## src/rtl/aux_pkg.sv

```systemverilog
`default_nettype none
// ============================================================================
// Module  : aux_pkg
// Purpose : Shared serializer state type and width helpers for aux_sampler.
// Revision: 1.0
// ============================================================================
package aux_pkg;

    typedef enum logic [0:0] {
        S_IDLE = 1'b0,
        S_PUSH = 1'b1
    } ser_state_t;

    // Window sum width: one code plus log2 of the number of samples summed.
    function automatic int sum_w(input int code_w, input int decim_log2);
        return code_w + decim_log2;
    endfunction

    function automatic int idx_w(input int n);
        return (n > 1) ? $clog2(n) : 1;
    endfunction

endpackage
`default_nettype wire

```

## src/rtl/aux_fifo.sv

```systemverilog
`default_nettype none
// ============================================================================
// Module  : aux_fifo
// Purpose : First-word-fall-through FIFO; a write into a full FIFO succeeds
//           only when a pop happens in the same cycle.
// Revision: 1.0
// ============================================================================
module aux_fifo #(
    parameter int WIDTH = 8,
    parameter int DEPTH = 16
) (
    input  logic                     CLK,
    input  logic                     nRES,
    input  logic                     wr_en,
    input  logic [WIDTH-1:0]         wr_data,
    input  logic                     pop,
    output logic [WIDTH-1:0]         rd_data,
    output logic                     full,
    output logic                     empty,
    output logic [$clog2(DEPTH):0]   fill
);

    localparam int c_AW = $clog2(DEPTH);
    localparam int c_FW = $clog2(DEPTH) + 1;

    generate
        if ((DEPTH < 2) || ((DEPTH & (DEPTH - 1)) != 0)) begin : g_depth_chk
            $error("aux_fifo: DEPTH must be a power of two >= 2");
        end
    endgenerate

    logic [WIDTH-1:0] r_mem [DEPTH];
    logic [c_AW-1:0]  r_wptr;
    logic [c_AW-1:0]  r_rptr;
    logic [c_FW-1:0]  r_fill;
    logic             w_pop;
    logic             w_wr;

    assign empty = (r_fill == '0);
    assign full  = (r_fill == c_FW'(DEPTH));
    assign fill  = r_fill;
    assign w_pop = pop && !empty;
    assign w_wr  = wr_en && (!full || w_pop);

    // Head is forced to zero when empty so outputs are clean after reset.
    assign rd_data = empty ? '0 : r_mem[r_rptr];

    always_ff @(posedge CLK) begin
        if (w_wr) begin
            r_mem[r_wptr] <= wr_data;
        end
    end

    always_ff @(posedge CLK) begin
        if (!nRES) begin
            r_wptr <= '0;
            r_rptr <= '0;
            r_fill <= '0;
        end else begin
            if (w_wr) begin
                r_wptr <= r_wptr + 1'b1;
            end
            if (w_pop) begin
                r_rptr <= r_rptr + 1'b1;
            end
            case ({w_wr, w_pop})
                2'b10:   r_fill <= r_fill + 1'b1;
                2'b01:   r_fill <= r_fill - 1'b1;
                default: r_fill <= r_fill;
            endcase
        end
    end

endmodule
`default_nettype wire

```

## src/rtl/aux_sampler.sv

```systemverilog
`default_nettype none
// ============================================================================
// Module  : aux_sampler
// Purpose : Decimating multi-channel DAC code accumulator with a serialized,
//           FIFO-buffered output stream and sticky overflow flag.
// Revision: 1.0
// ============================================================================
module aux_sampler
    import aux_pkg::*;
#(
    parameter int NCH        = 2,
    parameter int CODE_W     = 15,
    parameter int DECIM_LOG2 = 4,
    parameter int DEPTH      = 16
) (
    input  logic                                  CLK,
    input  logic                                  nRES,
    input  logic                                  EN,
    input  logic [NCH*CODE_W-1:0]                 CODE,
    output logic                                  OUT_VALID,
    input  logic                                  OUT_READY,
    output logic [idx_w(NCH)-1:0]                 OUT_CH,
    output logic [sum_w(CODE_W, DECIM_LOG2)-1:0]  OUT_DATA,
    output logic [$clog2(DEPTH):0]                FILL,
    output logic                                  OVF,
    input  logic                                  CLR_OVF
);

    localparam int c_SW = sum_w(CODE_W, DECIM_LOG2);
    localparam int c_IW = idx_w(NCH);
    localparam int c_WW = c_IW + c_SW;
    localparam logic [c_IW-1:0] c_LAST = c_IW'(NCH - 1);

    // A burst of NCH pushes must finish before the next window can close.
    generate
        if (NCH > (1 << DECIM_LOG2)) begin : g_nch_chk
            $error("aux_sampler: NCH must not exceed 2**DECIM_LOG2");
        end
    endgenerate

    logic [DECIM_LOG2-1:0] r_phase;
    logic [c_SW-1:0]       r_acc  [NCH];
    logic [c_SW-1:0]       r_snap [NCH];
    logic [CODE_W-1:0]     w_code [NCH];
    logic                  w_snap;

    ser_state_t            r_state;
    ser_state_t            w_state_nxt;
    logic [c_IW-1:0]       r_idx;
    logic [c_IW-1:0]       w_idx_nxt;
    logic                  w_push;

    logic [c_WW-1:0]       w_wr_data;
    logic [c_WW-1:0]       w_rd_data;
    logic                  w_full;
    logic                  w_empty;
    logic                  w_reject;

    always_comb begin
        for (int k = 0; k < NCH; k++) begin
            w_code[k] = CODE[k*CODE_W +: CODE_W];
        end
    end

    assign w_snap = EN && (r_phase == '1);

    always_ff @(posedge CLK) begin
        if (!nRES) begin
            r_phase <= '0;
            for (int k = 0; k < NCH; k++) begin
                r_acc[k]  <= '0;
                r_snap[k] <= '0;
            end
        end else if (EN) begin
            r_phase <= r_phase + 1'b1;
            for (int k = 0; k < NCH; k++) begin
                if (w_snap) begin
                    r_snap[k] <= r_acc[k] + c_SW'(w_code[k]);
                    r_acc[k]  <= '0;
                end else begin
                    r_acc[k]  <= r_acc[k] + c_SW'(w_code[k]);
                end
            end
        end
    end

    always_ff @(posedge CLK) begin
        if (!nRES) begin
            r_state <= S_IDLE;
            r_idx   <= '0;
        end else begin
            r_state <= w_state_nxt;
            r_idx   <= w_idx_nxt;
        end
    end

    // A snapshot landing on the last push cycle chains straight into a new burst.
    always_comb begin
        w_state_nxt = r_state;
        w_idx_nxt   = r_idx;
        w_push      = 1'b0;
        case (r_state)
            S_IDLE: begin
                if (w_snap) begin
                    w_state_nxt = S_PUSH;
                    w_idx_nxt   = '0;
                end
            end
            S_PUSH: begin
                w_push = 1'b1;
                if (r_idx == c_LAST) begin
                    w_idx_nxt   = '0;
                    w_state_nxt = w_snap ? S_PUSH : S_IDLE;
                end else begin
                    w_idx_nxt   = r_idx + 1'b1;
                end
            end
            default: begin
                w_state_nxt = S_IDLE;
                w_idx_nxt   = '0;
            end
        endcase
    end

    assign w_wr_data = {r_idx, r_snap[r_idx]};

    aux_fifo #(
        .WIDTH (c_WW),
        .DEPTH (DEPTH)
    ) u_fifo (
        .CLK     (CLK),
        .nRES    (nRES),
        .wr_en   (w_push),
        .wr_data (w_wr_data),
        .pop     (OUT_READY),
        .rd_data (w_rd_data),
        .full    (w_full),
        .empty   (w_empty),
        .fill    (FILL)
    );

    assign OUT_VALID = !w_empty;
    assign OUT_CH    = w_rd_data[c_WW-1 -: c_IW];
    assign OUT_DATA  = w_rd_data[c_SW-1:0];

    // Full FIFO implies a valid head, so only OUT_READY decides if room appears.
    assign w_reject = w_push && w_full && !OUT_READY;

    always_ff @(posedge CLK) begin
        if (!nRES) begin
            OVF <= 1'b0;
        end else if (w_reject) begin
            OVF <= 1'b1;
        end else if (CLR_OVF) begin
            OVF <= 1'b0;
        end
    end

endmodule
`default_nettype wire
```

## config.mk

```make
export PLATFORM = sky130hd
export DESIGN_NAME = aux_sampler
export DESIGN_NICKNAME = d
export VERILOG_FILES = /design/src/rtl/aux_pkg.sv /design/src/rtl/aux_fifo.sv /design/src/rtl/aux_sampler.sv
export SDC_FILE = /design/constraint.sdc
export NUM_CORES = 1
export LEC_CHECK = 0
export CELL_PAD_IN_SITES_DETAIL_PLACEMENT = 1
export CELL_PAD_IN_SITES_GLOBAL_PLACEMENT = 1
export CORE_MARGIN = 3
export CORE_UTILIZATION = 57
export DETAILED_ROUTE_END_ITERATION = 6
export PLACE_DENSITY_LB_ADDON = 0.12
export SLEW_MARGIN = 5
export SYNTH_ARGS = -nofsm -noshare
export SYNTH_HDL_FRONTEND = slang
export SYNTH_SLANG_ARGS = --single-unit
```

## constraint.sdc

```tcl
create_clock -name CLK -period 5.67 [get_ports CLK]
set_clock_uncertainty 0.15 [all_clocks]
set_input_delay 1.134 -clock CLK [delete_from_list [all_inputs] [get_ports CLK]]
set_output_delay 1.134 -clock CLK [all_outputs]
set_load 0.005 [all_outputs]
```

==> report_table.html <==
<table>
<tr><th>Metric</th><th>Value</th></tr>
<tr><th colspan="2">Critical path</th></tr>
<tr><td>Worst path required time</td><td>4.39 ns</td></tr>
<tr><td>Startpoint kind of the worst setup timing path</td><td>register</td></tr>
<tr><td>Most common cell on crit path</td><td>sky130_fd_sc_hd__mux4_2</td></tr>
<tr><td>Top fanout value on the critical path</td><td>32</td></tr>
<tr><td>Highest-delay cell along the critical path</td><td>sky130_fd_sc_hd__dfxtp_4</td></tr>
<tr><td>R2R Path Start</td><td>u_fifo.fill[1]$_SDFFE_PN0P_</td></tr>
<tr><td>Category of the most critical setup path</td><td>reg -&gt; out</td></tr>
<tr><td>Top cell family by delay on the critical path</td><td>multiplexers</td></tr>
<tr><td>Ordered cell list for the critical path</td><td>buf_12 -&gt; mux4_2 -&gt; mux4_2 -&gt; nor2b_1 -&gt; clkdlybuf4s50_1</td></tr>
<tr><td>Arr. time, crit path</td><td>3.35 ns</td></tr>
<tr><td>Critical path capture point type</td><td>primary output</td></tr>
<tr><td>Count of buffer and inverter cells on the critical path</td><td>2</td></tr>
<tr><td>Max incr delay on CP</td><td>0.76 ns</td></tr>
<tr><th colspan="2">Placed design</th></tr>
<tr><td>Setup Slack @ Placement</td><td>1.55 ns</td></tr>
<tr><td>Weighted congestion reported at the end of routability-driven placement</td><td>0.867</td></tr>
<tr><td>Port bufs</td><td>61</td></tr>
<tr><td>Placed cell area</td><td>0.0191 mm2</td></tr>
<tr><td>Dpl hpwl</td><td>25.3 mm</td></tr>
<tr><th colspan="2">Clock tree</th></tr>
<tr><td>CTS Buffer Depth</td><td>3</td></tr>
<tr><td>Setup repair bufs after CTS</td><td>0</td></tr>
<tr><td>Number of buffers added by the clock tree synthesis step</td><td>43</td></tr>
<tr><td>H-tree levels</td><td>2</td></tr>
<tr><td>Clock tree from TritonCTS</td><td>built</td></tr>
<tr><td>CTS resizes</td><td>0</td></tr>
<tr><td>Latest clock arrival within the worst-skew pair</td><td>0.56 ns</td></tr>
<tr><td>Cell at the root of the clock tree</td><td>sky130_fd_sc_hd__clkbuf_16</td></tr>
<tr><td>Post-CTS Hold Fix Bufs</td><td>0</td></tr>
<tr><td>Number of sinks driven by the clock tree</td><td>421</td></tr>
<tr><td>Clock-pin transition on the worst setup and hold timing paths</td><td>0.06 ns</td></tr>
<tr><th colspan="2">Synth</th></tr>
<tr><td>Yosys cell types</td><td>54</td></tr>
<tr><td>Primary flip-flop cell chosen by synthesis mapping</td><td>sky130_fd_sc_hd__edfxtp_1</td></tr>
<tr><td>Post-synthesis sequential element count</td><td>421</td></tr>
<tr><td>Post-synthesis net count</td><td>1128</td></tr>
<tr><td>Number of enable flip-flop cells after synthesis</td><td>396</td></tr>
<tr><td>Number of standard cells after synthesis</td><td>1054</td></tr>
<tr><td>Largest area contributor in the netlist</td><td>sky130_fd_sc_hd__edfxtp_1</td></tr>
<tr><td>Main area contributors after synthesis</td><td>sky130_fd_sc_hd__edfxtp_1, sky130_fd_sc_hd__mux4_2, sky130_fd_sc_hd__dfxtp_1</td></tr>
<tr><td>Leading post-synthesis cells by instance count</td><td>sky130_fd_sc_hd__edfxtp_1, sky130_fd_sc_hd__nor2_1, sky130_fd_sc_hd__mux4_2</td></tr>
<tr><td>Syn avg cell area</td><td>17.1 um2</td></tr>
<tr><td>Netlist area before placement</td><td>0.0180 mm2</td></tr>
<tr><td>Yosys warning total</td><td>0</td></tr>
<tr><td>Part of the Yosys area used for sequential elements</td><td>68.9%</td></tr>
<tr><td>FFs w/ async S/R, synth</td><td>0%</td></tr>
<tr><td>Top-count cell post-synth</td><td>sky130_fd_sc_hd__edfxtp_1</td></tr>
<tr><td>Portion of synthesized cell area occupied by the leading cell type</td><td>66.2%</td></tr>
<tr><th colspan="2">STA</th></tr>
<tr><td>Final count of pins violating max slew</td><td>0</td></tr>
<tr><td>Fin crit period</td><td>4.64 ns</td></tr>
<tr><td>Worst-case setup margin in the final layout</td><td>1.03 ns</td></tr>
<tr><td>Endpoints failing setup</td><td>0</td></tr>
<tr><td>RSZ-0062 raised after global routing</td><td>false</td></tr>
<tr><td>Maximum operating frequency</td><td>216 MHz</td></tr>
<tr><td>Worst rel slew slack</td><td>30.9%</td></tr>
<tr><td>Period utilization</td><td>81.8%</td></tr>
<tr><td>Pin slew with the least headroom to its limit</td><td>1.04 ns</td></tr>
<tr><td>Setup TNS</td><td>0 ns</td></tr>
<tr><td>Final hold vios</td><td>0</td></tr>
<tr><th colspan="2">Die</th></tr>
<tr><td>Floorplan row count</td><td>64</td></tr>
<tr><td>Top-level port count</td><td>62</td></tr>
<tr><td>Initial core utilization</td><td>58.3%</td></tr>
<tr><td>Die Area</td><td>0.0337 mm2</td></tr>
<tr><td>Area of the core region</td><td>0.0308 mm2</td></tr>
<tr><td>Chip Height</td><td>184 um</td></tr>
<tr><td>Width of the die</td><td>184 um</td></tr>
<tr><th colspan="2">Global route</th></tr>
<tr><td>Global-route usage over all layers</td><td>26.5%</td></tr>
<tr><td>First-pass GRT wire length</td><td>66.3 mm</td></tr>
<tr><td>Number of global-route vias before repair</td><td>10700</td></tr>
<tr><td>Maximum number of pins on one net before global-route repair</td><td>44</td></tr>
<tr><td>GRT overflow</td><td>0</td></tr>
<tr><td>Antenna violations before repair</td><td>0</td></tr>
<tr><th colspan="2">Drt</th></tr>
<tr><td>Detailed Route WL</td><td>43.4 mm</td></tr>
<tr><td>DR pass1 iterations</td><td>5</td></tr>
<tr><td>Number of DRC markers in iteration 0</td><td>981</td></tr>
<tr><td>Drt drc</td><td>0</td></tr>
<tr><td>Count of vias placed by the detailed router</td><td>9861</td></tr>
<tr><td>Post-DR vias/cell</td><td>6.37</td></tr>
<tr><td>ANT nets after route</td><td>0</td></tr>
<tr><td>Wirelength per Cell</td><td>28.0 um</td></tr>
<tr><th colspan="2">Cells and area</th></tr>
<tr><td>Diode insertion count for antenna repair</td><td>0</td></tr>
<tr><td>Final Instance Area</td><td>0.0206 mm2</td></tr>
<tr><td>Share of cells above drive strength 1</td><td>19.5%</td></tr>
<tr><td>Number of nets in the layout</td><td>1199</td></tr>
<tr><td>Syn-to-layout area delta</td><td>14.6%</td></tr>
<tr><th colspan="2">Pwr</th></tr>
<tr><td>Final total power</td><td>7.79 mW</td></tr>
<tr><td>Switching power of the nets</td><td>1.90 mW</td></tr>
<tr><td>Internal power</td><td>5.89 mW</td></tr>
<tr><td>Part of the total power dissipated in sequential elements</td><td>45.6%</td></tr>
<tr><td>Worst voltage drop across the vdd grid</td><td>0.000224 V</td></tr>
<tr><td>Pwr Density</td><td>378 mW/mm2</td></tr>
<tr><td>Lkg Pwr</td><td>6.76 nW</td></tr>
<tr><td>Proportion of power drawn by the clock network</td><td>38.2%</td></tr>
<tr><td>Switching power as a share of total power</td><td>24.4%</td></tr>
<tr><td>Fraction of power consumed by combinational cells</td><td>16.2%</td></tr>
<tr><th colspan="2">Worst hold path</th></tr>
<tr><td>Worst Min Path Start</td><td>r_phase[1]$_SDFFE_PN0P_</td></tr>
<tr><td>Type of the most critical hold path</td><td>reg -&gt; reg</td></tr>
<tr><th colspan="2">Run status</th></tr>
<tr><td>Outcome</td><td>finished, final reports clean</td></tr>
<tr><th colspan="2">Job</th></tr>
<tr><td>Max-capacitance violation count</td><td>0</td></tr>
</table>
==> metrics by stage <==
stage	utilization, %	hold WS, ns	cells
floorplan	-	0.318	1054
global placement	62.0	0.323	1476
detailed placement	62.0	0.367	1476
CTS	66.8	0.394	1549
global route	66.8	0.425	1549
finish	66.8	0.388	1549
==> worst register-to-register path: stages, from the launching register on <==
cell	delay, ns
sky130_fd_sc_hd__dfxtp_1	0.48
sky130_fd_sc_hd__or4_4	0.23
sky130_fd_sc_hd__o31a_1	0.42
sky130_fd_sc_hd__nand2_1	0.35
sky130_fd_sc_hd__nor2_2	0.65
sky130_fd_sc_hd__buf_4	0.40
==> cells in the final DEF (no fill, tap or decap), types with 22 or more instances in the layout <==
cell / instances
sky130_fd_sc_hd__ha_1: 37
sky130_fd_sc_hd__clkdlybuf4s50_1: 61
sky130_fd_sc_hd__edfxtp_1: 396
sky130_fd_sc_hd__dfxtp_1: 22
sky130_fd_sc_hd__nand2_1: 37
sky130_fd_sc_hd__mux4_2: 100
sky130_fd_sc_hd__nor2b_1: 26
sky130_fd_sc_hd__a21oi_1: 32
sky130_fd_sc_hd__clkbuf_16: 45
sky130_fd_sc_hd__nor2_1: 89
==> worst paths after layout <==
| path | depth (start not counted) | endpoint | slack, ns |
|---|---|---|---|
| hold reg to reg | 2 | r_phase[1]$_SDFFE_PN0P_ | 0.39 |
| setup / recovery | 5 | OUT_DATA[14] | 1.03 |
| hold / removal | 2 | r_phase[1]$_SDFFE_PN0P_ | 0.39 |
| setup reg to reg | 5 | u_fifo.r_mem[15][6]$_DFFE_PP_ | 2.67 |
==> power groups by stage <==
| stage | Sequential, mW | Combinational [mW] | Clock, mW |
|---|---|---|---|
| finish | 3.55 | 1.26 | 2.98 |
| CTS | 3.55 | 1.27 | 3.01 |
| floorplan | 3.54 | 0.855 | 0 |
| global route | 3.56 | 1.36 | 3.14 |
| detailed placement | 3.61 | 1.25 | 0 |
| global placement | 3.61 | 1.21 | 0 |
==> kinds of logic (layout without fill, tap and decap cells) <==
| family | Yosys count | count (layout) | synth area share (%) |
|---|---|---|---|
| adder cells (fa/ha/maj) | 39 | 39 | 2.80 |
| multiplexers | 127 | 127 | 14.2 |
| XOR/XNOR | 37 | 37 | 1.80 |
| AO/OA/AOI/OAI | 111 | 111 | 4.13 |
| flip-flops | 421 | 421 | 68.9 |
| buffers and inverters | 70 | 169 | 1.57 |
| AND/OR/NAND/NOR | 249 | 249 | 6.57 |
==> area by class of cell <==
type | instances | area [um2]
multi-input combinational | 563 | 5410
timing repair buffer | 76 | 736
inverter | 20 | 75.1
clock buffer | 53 | 1170
sequential | 421 | 12400
tap | 396 | 495
fill | 2631 | 10200
clock inverter | 20 | 309
==> state kept, by name (all words and copies together) (netlist names), named ones only <==
| register | flops |
|---|---|
| u_fifo.r_rptr | 4 |
| u_fifo.fill | 5 |
| r_state | 1 |
| OVF | 1 |
| r_phase | 4 |
| r_snap | 38 |
| r_acc | 38 |
| u_fifo.r_wptr | 4 |
| r_idx | 1 |
| u_fifo.r_mem | 320 |
==> layer usage <==
layer / track usage, % / part of all wire (%) / vias to the layer above
li1: - / - / 4298
met1: 35.4 / 40 / 5151
met2: 47.0 / 52 / 340
met3: 3.32 / 5.2 / 72
met4: 6.64 / 2.2 / 0
met5: 0 / 0 / -
(Power assumes the default switching activity.)
